<file path="src/rtl/weapons_pkg.sv">
`default_nettype none
// ============================================================================
// Module      : weapons_pkg
// Description : Shared types and constants for the weapon fire scheduler.
// Revision    : 1.0 - initial release
// ============================================================================
package weapons_pkg;

    // Controller states
    typedef enum logic [1:0] {
        S_IDLE     = 2'd0,
        S_FIRE     = 2'd1,
        S_COOLDOWN = 2'd2,
        S_RELOAD   = 2'd3
    } state_t;

    // One-hot mode_selector code that enables firing
    localparam logic [3:0] ATTACK_MODE = 4'b0010;

    // Default magazine capacity
    localparam int DEFAULT_MAX_AMMO = 500;

endpackage
`default_nettype wire

</file>
<file path="src/rtl/weapon_fire_scheduler_rr_arbiter.sv">
`default_nettype none
// ============================================================================
// Module      : rr_arbiter
// Description : Combinational round-robin arbiter. The lowest requesting
//               index at or after ptr (wrapping) wins; output is one-hot.
// Revision    : 1.0 - initial release
// ============================================================================
module rr_arbiter #(
    parameter int N_REQ = 4,
    parameter int PTR_W = (N_REQ > 1) ? $clog2(N_REQ) : 1
) (
    input  logic [N_REQ-1:0] req,
    input  logic [PTR_W-1:0] ptr,
    output logic [N_REQ-1:0] grant
);

    // Scan from the pointer upward with wrap; first requester found wins
    always_comb begin
        logic             w_found;
        logic [PTR_W-1:0] w_idx;
        grant   = '0;
        w_found = 1'b0;
        w_idx   = '0;
        for (int i = 0; i < N_REQ; i++) begin
            w_idx = PTR_W'((int'(ptr) + i) % N_REQ);
            if (!w_found && req[w_idx]) begin
                grant[w_idx] = 1'b1;
                w_found      = 1'b1;
            end
        end
    end

endmodule
`default_nettype wire

</file>
<file path="src/rtl/weapon_fire_scheduler.sv">
`default_nettype none
// ============================================================================
// Module      : weapon_fire_scheduler
// Description : Registered controller for a shared ammunition magazine:
//               attack-mode gating, round-robin turret arbitration, per-shot
//               round metering, post-shot cooldown and reload sequencing.
// Revision    : 1.0 - initial release
// ============================================================================
module weapon_fire_scheduler
    import weapons_pkg::*;
#(
    parameter int N_REQ      = 4,
    parameter int AMMO_W     = 9,
    parameter int MAX_AMMO   = DEFAULT_MAX_AMMO,
    parameter int COOLDOWN   = 2,
    parameter int RELOAD_CYC = 3
) (
    input  logic              clk,
    input  logic              rst,
    input  logic [3:0]        mode_selector,
    input  logic [N_REQ-1:0]  req,
    input  logic [AMMO_W-1:0] fire_rate,
    input  logic              reload_req,
    input  logic [AMMO_W-1:0] reload_amt,
    output logic [N_REQ-1:0]  grant,
    output logic              shot_valid,
    output logic [AMMO_W-1:0] shot_count,
    output logic [AMMO_W-1:0] ammo,
    output logic              reloading,
    output logic              error
);

    localparam int PTR_W = (N_REQ > 1) ? $clog2(N_REQ) : 1;
    localparam int CNT_W = 8;
    localparam logic [CNT_W-1:0] CD_LAST = CNT_W'((COOLDOWN > 0) ? COOLDOWN - 1 : 0);
    localparam logic [CNT_W-1:0] RL_LAST = CNT_W'((RELOAD_CYC > 1) ? RELOAD_CYC - 1 : 0);

    state_t            r_state;
    logic [CNT_W-1:0]  r_cnt;
    logic [PTR_W-1:0]  r_ptr;
    logic [PTR_W-1:0]  r_win_idx;
    logic              r_pending;
    logic [AMMO_W-1:0] r_ammo;
    logic [N_REQ-1:0]  r_grant;
    logic              r_shot_valid;
    logic [AMMO_W-1:0] r_shot_count;
    logic              r_reloading;
    logic              r_error;

    logic [N_REQ-1:0]  w_win;
    logic [PTR_W-1:0]  w_win_idx;
    logic [PTR_W-1:0]  w_next_ptr;
    logic [AMMO_W-1:0] w_eff_rate;
    logic [AMMO_W-1:0] w_shot;
    logic [AMMO_W:0]   w_sum;
    logic [AMMO_W-1:0] w_reload_ammo;
    logic              w_attack;
    logic              w_can_fire;
    logic              w_eval;
    logic              w_err;

    rr_arbiter #(
        .N_REQ (N_REQ),
        .PTR_W (PTR_W)
    ) u_arb (
        .req   (req),
        .ptr   (r_ptr),
        .grant (w_win)
    );

    // Encode the one-hot winner to an index for the pointer update
    always_comb begin
        w_win_idx = '0;
        for (int i = 0; i < N_REQ; i++) begin
            if (w_win[i]) w_win_idx = PTR_W'(i);
        end
    end

    // Shot metering, reload saturation and error qualification
    always_comb begin
        w_next_ptr    = (r_win_idx == PTR_W'(N_REQ - 1)) ? '0 : r_win_idx + PTR_W'(1);
        w_eff_rate    = (fire_rate == '0) ? AMMO_W'(1) : fire_rate;
        w_shot        = (w_eff_rate < r_ammo) ? w_eff_rate : r_ammo;
        w_sum         = {1'b0, r_ammo} + {1'b0, reload_amt};
        w_reload_ammo = (w_sum > (AMMO_W+1)'(MAX_AMMO)) ? AMMO_W'(MAX_AMMO) : w_sum[AMMO_W-1:0];
        w_attack      = (mode_selector == ATTACK_MODE);
        w_can_fire    = (|req) && w_attack && (r_ammo != '0);
        // The idle decision is also taken on the final cooldown edge, so
        // consecutive shots are exactly FIRE plus COOLDOWN cycles apart.
        w_eval        = (r_state == S_IDLE) ||
                        ((r_state == S_COOLDOWN) && (r_cnt == CD_LAST));
        w_err         = (|req) &&
                        (((r_state == S_IDLE) &&
                          (!w_attack || ((r_ammo == '0) && !reload_req && !r_pending))) ||
                         (r_state == S_RELOAD));
    end

    // Main controller: state, counters, magazine and all registered outputs
    always_ff @(posedge clk or negedge rst) begin
        if (!rst) begin
            r_state      <= S_IDLE;
            r_cnt        <= '0;
            r_ptr        <= '0;
            r_win_idx    <= '0;
            r_pending    <= 1'b0;
            r_ammo       <= '0;
            r_grant      <= '0;
            r_shot_valid <= 1'b0;
            r_shot_count <= '0;
            r_reloading  <= 1'b0;
            r_error      <= 1'b0;
        end else begin
            r_error      <= w_err;
            r_grant      <= '0;
            r_shot_valid <= 1'b0;
            r_shot_count <= '0;
            r_reloading  <= 1'b0;
            if (w_eval) begin
                if (reload_req || r_pending) begin
                    r_state     <= S_RELOAD;
                    r_pending   <= 1'b0;
                    r_cnt       <= '0;
                    r_reloading <= 1'b1;
                end else if (w_can_fire) begin
                    r_state      <= S_FIRE;
                    r_grant      <= w_win;
                    r_shot_valid <= 1'b1;
                    r_shot_count <= w_shot;
                    r_win_idx    <= w_win_idx;
                end else begin
                    r_state <= S_IDLE;
                end
            end else begin
                case (r_state)
                    S_FIRE: begin
                        r_ammo <= r_ammo - r_shot_count;
                        r_ptr  <= w_next_ptr;
                        r_cnt  <= '0;
                        if (reload_req) r_pending <= 1'b1;
                        r_state <= (COOLDOWN > 0) ? S_COOLDOWN : S_IDLE;
                    end
                    S_COOLDOWN: begin
                        r_cnt <= r_cnt + CNT_W'(1);
                        if (reload_req) r_pending <= 1'b1;
                    end
                    S_RELOAD: begin
                        if (r_cnt == RL_LAST) begin
                            r_ammo  <= w_reload_ammo;
                            r_state <= S_IDLE;
                        end else begin
                            r_cnt       <= r_cnt + CNT_W'(1);
                            r_reloading <= 1'b1;
                        end
                    end
                    default: r_state <= S_IDLE;
                endcase
            end
        end
    end

    assign grant      = r_grant;
    assign shot_valid = r_shot_valid;
    assign shot_count = r_shot_count;
    assign ammo       = r_ammo;
    assign reloading  = r_reloading;
    assign error      = r_error;

endmodule
`default_nettype wire

</file>
<file path="config.mk">
export PLATFORM = sky130hd
export DESIGN_NAME = weapon_fire_scheduler
export DESIGN_NICKNAME = d
export VERILOG_FILES = /design/src/rtl/weapons_pkg.sv /design/src/rtl/weapon_fire_scheduler_rr_arbiter.sv /design/src/rtl/weapon_fire_scheduler.sv
export SDC_FILE = /design/constraint.sdc
export NUM_CORES = 1
export LEC_CHECK = 0
export ABC_AREA = 1
export CORE_ASPECT_RATIO = 0.9
export CORE_MARGIN = 3
export CORE_UTILIZATION = 50
export CTS_CLUSTER_SIZE = 24
export DETAILED_ROUTE_END_ITERATION = 7
export PLACE_DENSITY_LB_ADDON = 0.12
export RECOVER_POWER = 25
export SYNTH_ARGS = -nofsm -noshare
export SYNTH_HDL_FRONTEND = slang
export SYNTH_SLANG_ARGS = --single-unit
</file>
<file path="constraint.sdc">
create_clock -name clk -period 2 [get_ports clk]
set_clock_uncertainty 0.2 [all_clocks]
set_input_delay 0.6 -clock clk [delete_from_list [all_inputs] [get_ports clk]]
set_output_delay 0.6 -clock clk [all_outputs]
set_load 0.02 [all_outputs]
</file>
-- Word level (Yosys, flattened, before mapping)
Index checks and enable logic that the tools add are counted.
- add/sub/neg operators: 7
- $mul: 0
- div/mod/pow operators: 0
- order comparisons: 10
- eq/ne operators: 12
- shift-type cells: 0
- muxes and demuxes: 58
- bitwise operators: 5
- reductions and logical operators: 40
- operator list (operator ; count):
    $mux W9 ; 7
    $mux W4 ; 7
    $mux W1 ; 24
    $mux W8 ; 3
    $pmux W8 S3 ; 1
    $logic_not A9 Y1 ; 2
    $pmux W9 S2 ; 1
    $logic_and A1 B1 Y1 ; 14
    $lt A2 B3 Y1 const B ; 4
    $mux W2 ; 6
    $or A4 B4 Y4 ; 3
    $reduce_and A3 Y1 ; 4
    $add A9 B9 Y10 ; 1
    $gt A10 B9 Y1 const B ; 1
    $lt A9 B9 Y1 ; 1
    $reduce_bool A9 Y1 ; 1
    $sub A9 B9 Y9 ; 1
    $add A8 B1 Y8 const B ; 1
    $bmux W1 S2 ; 4
    $demux W1 S2 ; 4
    $eq A8 B1 Y1 const B ; 1
    $eq A8 B2 Y1 const B ; 1
    $ge A2 B1 Y1 const B ; 4
    $eq A2 B2 Y1 const B ; 3
    other kinds (18) ; 33
- register bits: 40
- latch bits: 0
- memory bits (writable): 0
- bits in read-only memories: 0
- bits of input ports: 29
- output and inout port bits: 25
- logic and storage cells: 143
- memories: 0

-- Longest topological paths before layout
Gate-level depths: netlist (run 1).
- depth after elaboration: 15
- gate-level depth with buffers: 15
- depth with buffers taken out: 15

-- By module
From an unflattened synthesis (run 1), not the netlist that was laid out.
- cell total of the unflattened synthesis: 488
- area total of the unflattened synthesis: 3454.6 sq um
- by module, submodules not included (module ; instances ; cells an instance ; area each (sq um) ; seq. area each (sq um)):
    weapon_fire_scheduler ; 1 ; 415 ; 3055.4 ; 1001.0
    rr_arbiter ; 1 ; 73 ; 399.1 ; 0.0

-- Worst setup path after synthesis (run 1)
Ideal clock, no wire load.
- kind: input to register
- start: input port reload_amt[0]
- end: register r_ammo[1] (netlist: ammo[1])
- library setup time: 0.121 ns
- data arrival time: 1.957 ns
- data required time: 1.679 ns
- slack: -0.278 ns
- stages on the path: 12
- path buffers: 0
- cells stage by stage: ha_1 > inv_1 > fa_1 > inv_1 > nand3_1 > nand2_1 > xor2_1 > nand2_1 > inv_1 > nand3_2 > nand3_1 > a21oi_1
- longest elaborated chain between the ends: 5
- RTL lines (item ; line ; RTL):
    from (decl) ; weapon_fire_scheduler.sv:24 ; input logic [AMMO_W-1:0] reload_amt,
    $add A9 B9 Y10 (*) ; weapon_fire_scheduler.sv:84 ; w_sum = {1'b0, r_ammo} + {1'b0, reload_amt};
    $gt A10 B9 Y1 ; weapon_fire_scheduler.sv:85 ; w_reload_ammo = (w_sum > (AMMO_W+1)'(MAX_AMMO)) ? AMMO_W'(MAX_AMMO) : w_sum[AMMO_W-1:0];
    $mux W9 (*) ; weapon_fire_scheduler.sv:85 ;
    $mux W9 (*) ; weapon_fire_scheduler.sv:147 ; if (r_cnt == RL_LAST) begin
    $pmux W9 S2 (*) ; weapon_fire_scheduler.sv:134 ; case (r_state)
    to (signal assigned) ; weapon_fire_scheduler.sv:136 ; r_ammo <= r_ammo - r_shot_count;
    to (signal assigned) ; weapon_fire_scheduler.sv:148 ; r_ammo <= w_reload_ammo;
    to (decl) ; weapon_fire_scheduler.sv:43 ; logic [AMMO_W-1:0] r_ammo;
Every way passes the cells marked *; elsewhere a longest branch is shown, timed or not. The select of a mux whose other input is x is not followed.
A chain may end at the register's enable or synchronous reset.

-- Worst setup path after layout (run 1)
- start: register r_ammo[0] (netlist: ammo[0])
- end: register r_ammo[4] (netlist: ammo[4])
- longest elaborated chain between the ends: 5
- elaborated cells between the ends (all ways): 6
- those cells by class: add/sub: 2; order compare: 1; mux: 3
- RTL lines (item ; line):
    $add A9 B9 Y10 ; weapon_fire_scheduler.sv:84
    $gt A10 B9 Y1 ; weapon_fire_scheduler.sv:85
    $mux W9 ; weapon_fire_scheduler.sv:85
    $mux W9 ; weapon_fire_scheduler.sv:147
    $pmux W9 S2 (*) ; weapon_fire_scheduler.sv:134
Marked as above.

==> metrics.yaml, run 1 <==
clock_network:
  cts_tree: "done"
  numCtsBuffers: 5
  clockBufferDepth: 2
  path_clk_slew_ns: 0.09
  holdBufCountCts: 0
  clock-root-buffer: "clkbuf_8"
  clock_latency_ns: 0.30
  clkSinkCount: 40
  htree_levels: 2
timing:
  rsz0062_at_grt: "yes"
  finalSetupViolations: 17
  relSlewSlack: 0.316
  drv_slew: 0
  worstMarginPinSlew_ns: 1.03
  layout_setup_ws_ns: -0.135
  hold_viol: 0
  holdWs_ns: 0.321
  period_minus_slack_ns: 2.13
  timing.fmax_ghz: 0.468
  fin_crit_sh: 1.07
global_route:
  grtUsageTotal: 0.240
  antenna_found_initial: 0
  grt_pass1_vias: 3637
  grtUsageMet2: 0.443
  grt_overflow: 0
  busiest_layer: "met2"
  grtUsageMet1: 0.298
  grt_max_degree: 41
  grt_pass1_wl_mm: 16.0
  use_met3: 0.0295
floorplanning:
  ios: 54
  die_x_um: 95.2
  row_count: 28
  fp.coreArea_um2: 6760
  start_util: 0.530
  die-area_um2: 8210
  die_h_um: 86.3
min_path:
  hold_class: "reg2reg"
critical_path:
  worstPathMaxFanout: 3
  crit_path_end_kind: "register"
  startpoint_type: "register"
  crit_type: "reg2reg"
  arrival_ns: 2.12
  required_ns: 1.99
routing:
  first_pass_iters: 6
  vias: 3797
  wl_per_cell_um: 14.8
  ant_nets: 0
  wirelength_mm: 10.6
  first_iter_violations: 315
  vias_per_cell: 5.31
  drcViolationCount: 0
place:
  dp.cells: 690
  port_buffers: 53
  gp_congestion: 0.881
  place_area_um2: 4740
  place_ws_ns: -0.794
  dp_hpwl_mm: 7.02
layout:
  multi_input_area_um2: 2740
  utilization: 0.803
  antennaDiodeCount: 0
  area_growth_pct: 51.7
  nets: 689
  regArea_um2: 1010
  num-fill-cells: 427
  layoutNonFillerInstCount: 715
  fin_area_um2: 5430
  drive_gt1_frac: 0.410
synthesis:
  synth_top_area_share: 0.280
  ys_ff_latch: 40
  ys_seq_area_frac: 0.280
  synthCells: 492
  synth_edf_count: 0
  netlist_area_um2: 3580
  netlist_top_cells_area: "dfrtp_1, ha_1, nand2_1"
  ys_async_sr_fraction: 1.00
  avgSynthCellArea_um2: 7.28
  synthFlopType: "dfrtp_1"
  yosysWarnings: 0
  synth_top_cell_by_area: "dfrtp_1"
  synth.net_count: 557
  synth.distinct_cells: 46
status:
  violations: "negative setup slack"
  status: "finished, violations left"
pwr:
  p_leak_nw: 2.67
  peakVddDrop_mv: 0.860
  power_density_nw_per_um2: 1480
flow_run:
  maxCapViolCount: 0
[layer usage]
layer / wire length [µm] / part of all wire
met1: 4290 / 0.41
met2: 5590 / 0.53
met3: 509 / 0.048
met4: 201 / 0.019
met5: 0 / 0
[cell families after synthesis]
| kind of cell | Yosys count | synth area share |
|---|---|---|
| AND/OR/NAND/NOR | 226 | 0.304 |
| buffers and inverters | 97 | 0.109 |
| AO/OA/AOI/OAI | 83 | 0.153 |
| flip-flops | 40 | 0.280 |
| adder cells (fa/ha/maj) | 36 | 0.130 |
| XOR/XNOR | 10 | 0.0245 |
[path summary, 6_finish.rpt]
kind	startpoint	depth (start not counted)	endpoint	slack (ns)
worst max-delay path	ammo[0]$_DFFE_PN0P_	12	ammo[4]$_DFFE_PN0P_	-0.13
worst min-delay path	r_win_idx[0]$_DFFE_PN0P_	1	r_ptr[0]$_DFFE_PN0P_	0.32
worst max register to register	ammo[0]$_DFFE_PN0P_	12	ammo[4]$_DFFE_PN0P_	-0.13
worst min register to register	r_win_idx[0]$_DFFE_PN0P_	1	r_ptr[0]$_DFFE_PN0P_	0.32
max in group asynchronous	rst	2	ammo[2]$_DFFE_PN0P_	0.55
min in group asynchronous	rst	2	shot_count[5]$_DFF_PN0_	0.33
[layout make-up]
class                           instances  share of cell area
Tap cell                               90              0.0207
Clock buffer                            5              0.0127
Timing Repair Buffer                  137               0.209
Clock inverter                          3             0.00852
Sequential cell                        40               0.186
Inverter                               84              0.0594
Multi-Input combinational cell        356               0.504
[cells in the mapped netlist, types with 4 or more instances]
| library cell | count |
|---|---|
| inv_1 | 75 |
| nor2_1 | 42 |
| nand3_1 | 30 |
| nand2_1 | 111 |
| nand2_4 | 4 |
| nor2_2 | 6 |
| a31oi_1 | 5 |
| inv_2 | 7 |
| xor2_1 | 9 |
| nand4_1 | 6 |
| o21ai_1 | 4 |
| o21ai_2 | 6 |
| dfrtp_1 | 40 |
| nand2_2 | 8 |
| nor2_4 | 4 |
| ha_1 | 34 |
| o21ai_0 | 21 |
| a21oi_1 | 25 |
| a211oi_2 | 5 |
| clkbuf_1 | 9 |
[report_power, final]
group | switching (W) | internal [W] | total [W]
logic | 0.00338 | 0.00263 | 0.00602
registers | 0.000257 | 0.00105 | 0.00131
clock network | 0.000327 | 0.000376 | 0.000704
[repair_timing]
item	in CTS	in global routing
buffers inserted	9	7
pin swaps	31	29
setup endpoints to repair	49	29
cloned	1	0
gates resized for setup	111	80
[registers in the layout, summed over array words and instances (netlist names)]
name / flops
ammo: 9
grant: 4
shot_valid: 1
shot_count: 9
r_state: 2
r_ptr: 2
r_win_idx: 2
error: 1
reloading: 1
r_pending: 1
r_cnt: 8
[cell usage in the layout, fill, tap and decap left out, drive strengths merged, types with 5 or more instances in the layout]
| master | instances |
|---|---|
| a211oi | 8 |
| a21oi | 28 |
| a31oi | 5 |
| buf | 85 |
| clkbuf | 12 |
| clkdlybuf4s15 | 8 |
| clkdlybuf4s50 | 5 |
| dfrtp | 40 |
| dlygate4sd2 | 30 |
| ha | 34 |
| inv | 84 |
| nand2 | 124 |
| nand3 | 34 |
| nand4 | 6 |
| nor2 | 52 |
| o21ai | 31 |
| xor2 | 9 |
[per-stage QoR]
step                      power, W  setup TNS [ns]
after floorplan            0.00434           -1.29
after global placement     0.00584          -13.74
after detailed placement   0.00596          -14.98
after CTS                  0.00717          -0.912
after global routing       0.00866           -2.87
final                      0.00803           -1.40
[worst max-delay path, cell delays in order, from the launching register on]
cell and delay [ns]:
dfrtp_2 0.41, ha_4 0.14, inv_2 0.03, fa_2 0.34, inv_2 0.08, nand3_2 0.09
nand2_4 0.09, xor2_2 0.08, buf_4 0.13, nor2b_1 0.16, nand2_1 0.12, o211ai_2 0.08
o21ai_2 0.07
No activity file was read; power rests on OpenSTA's default activity.
==> run 2: changes to the inputs <==
--- a/config.mk
+++ b/config.mk
@@ -11,6 +11,7 @@
 export CORE_UTILIZATION = 50
 export CTS_CLUSTER_SIZE = 24
 export DETAILED_ROUTE_END_ITERATION = 7
+export GPL_ROUTABILITY_DRIVEN = 0
 export PLACE_DENSITY_LB_ADDON = 0.12
 export RECOVER_POWER = 25
 export SYNTH_ARGS = -nofsm -noshare
==> run 2 against run 1 <==
Against the previous run:
- the flow still finishes with violations (negative setup slack)
- cell count increased by 0.42%
- global-route usage rose by 2.1 points
- die area did not move
- critical path type is now in2reg
- combinational power decreased by 1%
- utilization decreased by 0.59 points
==> metrics.yaml, run 2 (same netlist as run 1, synthesis figures left out) <==
status:
  status: "finished, violations left"  # unchanged
  violations: "negative setup slack"  # unchanged
clock_network:
  clkSinkCount: 40  # unchanged
  path_clk_slew_ns: 0.09  # about the same
  clockBufferDepth: 2  # unchanged
  cts_tree: "done"  # unchanged
  htree_levels: 2  # unchanged
  numCtsBuffers: 5  # unchanged
  clock_latency_ns: 0.30  # about the same
  clock-root-buffer: "clkbuf_8"  # unchanged
pwr:
  power_density_nw_per_um2: 1470  # was 1480 nW/µm²
  peakVddDrop_mv: 0.819  # was 0.860 mV
  power_w: 0.00793  # was 0.00803 W
  p_leak_nw: 2.70  # was 2.67 nW
routing:
  wl_per_cell_um: 14.6  # was 14.8 µm
  drcViolationCount: 0  # unchanged
  ant_nets: 0  # unchanged
  vias_per_cell: 5.30  # was 5.31
  first_pass_iters: 5  # was 6
  wirelength_mm: 10.5  # was 10.6 mm
  first_iter_violations: 158  # was 315
  vias: 3807  # was 3797
place:
  dp_hpwl_mm: 7.37  # was 7.02 mm
  dp.cells: 692  # was 690
  port_buffers: 53  # unchanged
  place_ws_ns: -0.830  # was -0.794 ns
critical_path:
  crit_path_end_kind: "register"  # unchanged
  crit_type: "in2reg"  # was reg2reg
  rrSetupSlack_ns: -0.14  # was -0.13 ns
  startpoint_type: "primary input"  # was register
  arrival_ns: 2.13  # was 2.12 ns
  required_ns: 1.99  # about the same
  worstPathMaxFanout: 6  # was 3
layout:
  antennaDiodeCount: 0  # unchanged
  drive_gt1_frac: 0.396  # was 0.410
  nets: 692  # was 689
  utilization: 0.797  # was 0.803
  layoutNonFillerInstCount: 718  # was 715
  final_common_cell: "nand2_1"  # unchanged
  final_cell_mix: "nand2_1, buf_4, inv_1"  # unchanged
  area_growth_pct: 50.6  # was 51.7%
floorplanning:
  die_h_um: 86.3  # unchanged
  start_util: 0.530  # unchanged
  die-area_um2: 8210  # unchanged
  row_count: 28  # unchanged
  fp.coreArea_um2: 6760  # unchanged
  ios: 54  # unchanged
  die_x_um: 95.2  # unchanged
flow_run:
  maxCapViolCount: 0  # unchanged
min_path:
  hold_class: "reg2reg"  # unchanged
global_route:
  grt_overflow: 0  # unchanged
  antenna_found_initial: 0  # unchanged
  grt_pass1_wl_mm: 17.1  # was 16.0 mm
  grt_max_degree: 30  # was 41
  grtUsageTotal: 0.261  # was 0.240
  grt_pass1_vias: 3907  # was 3637
timing:
  finalSetupViolations: 20  # was 17
  holdWs_ns: 0.322  # was 0.321 ns
  fin_crit_sh: 1.07  # about the same
  timing.fmax_ghz: 0.467  # was 0.468 GHz
  period_minus_slack_ns: 2.14  # was 2.13 ns
  hold_viol: 0  # unchanged
  drv_slew: 0  # unchanged
  relSlewSlack: 0.525  # was 0.316
  worstMarginPinSlew_ns: 0.712  # was 1.03 ns
  layout_setup_ws_ns: -0.139  # was -0.135 ns
  rsz0062_at_grt: "yes"  # unchanged
run 2: cell count changes in the layout (fill, tap and decap cells not counted), moves of 3 or more:
cell	change
dlygate4sd2_1	+6
ha_1	+6
a21oi_2	+3
clkdlybuf4s15_1	-4
a21oi_1	-3
ha_4	-4
buf_6	+3
run 2: report_power, final:
| part | internal, W | switching, W | leakage, nW |
|---|---|---|---|
| Sequential | 0.00105 | 0.000239 | 0.498 |
| Combinational | 0.00263 | 0.00332 | 2.14 |
| Clock | 0.000370 | 0.000328 | 0.0541 |
| Total | 0.00405 | 0.00389 | 2.70 |
run 2: layout make-up:
class | instances | area, µm²
sequential | 40 | 1010
multi-input combinational | 356 | 2670
timing repair buffer | 140 | 1170
fill | 457 | 1370
clock inverter | 3 | 42.5
inverter | 84 | 318
tap | 90 | 113
clock buffer | 5 | 68.8
run 2: timing repair:
action,4_1_cts,5_1_grt
cloned,1,0
gates resized for setup,123,51
hold endpoints to repair,11,0
hold buffers,1,0
setup buffers,8,8
endpoints found under the setup margin,49,35
pin swaps,33,20
run 2: worst max-delay path: stages:
cell and delay (ns):
dlygate4sd2_1 0.26, ha_4 0.28, nand2_1 0.07, buf_4 0.14, nor2_2 0.13, nand2_4 0.07, nand3_2 0.06, nand2_2 0.08
nor2_4 0.13, nand3_4 0.14, nand3_2 0.12, a21oi_2 0.05
run 2: per-stage QoR:
step / instance area [µm²] / TNS (ns)
after floorplan: 3640 / -1.29
after global placement: 4770 / -13.63
after detailed placement: 4770 / -15.15
after CTS: 5220 / -1.03
after global routing: 5390 / -4.41
final: 5390 / -1.43
run 2: final timing paths:
kind                                            to  cells past startpoint                  from
setup reg to reg               ammo[1]$_DFFE_PN0P_                     13   ammo[0]$_DFFE_PN0P_
setup / recovery               ammo[1]$_DFFE_PN0P_                     12         reload_amt[6]
hold / removal                r_ptr[0]$_DFFE_PN0P_                      2  r_ptr[0]$_DFFE_PN0P_
min in group asynchronous  shot_count[5]$_DFF_PN0_                      2                   rst
max in group asynchronous     r_cnt[0]$_DFFE_PN0P_                      3                   rst
hold reg to reg               r_ptr[0]$_DFFE_PN0P_                      2  r_ptr[0]$_DFFE_PN0P_
run 2: routing by layer:
metal,part of all wire,track usage
met5,0,0
met4,0.031,0.0944
met3,0.054,0.0425
met2,0.52,0.479
met1,0.40,0.302
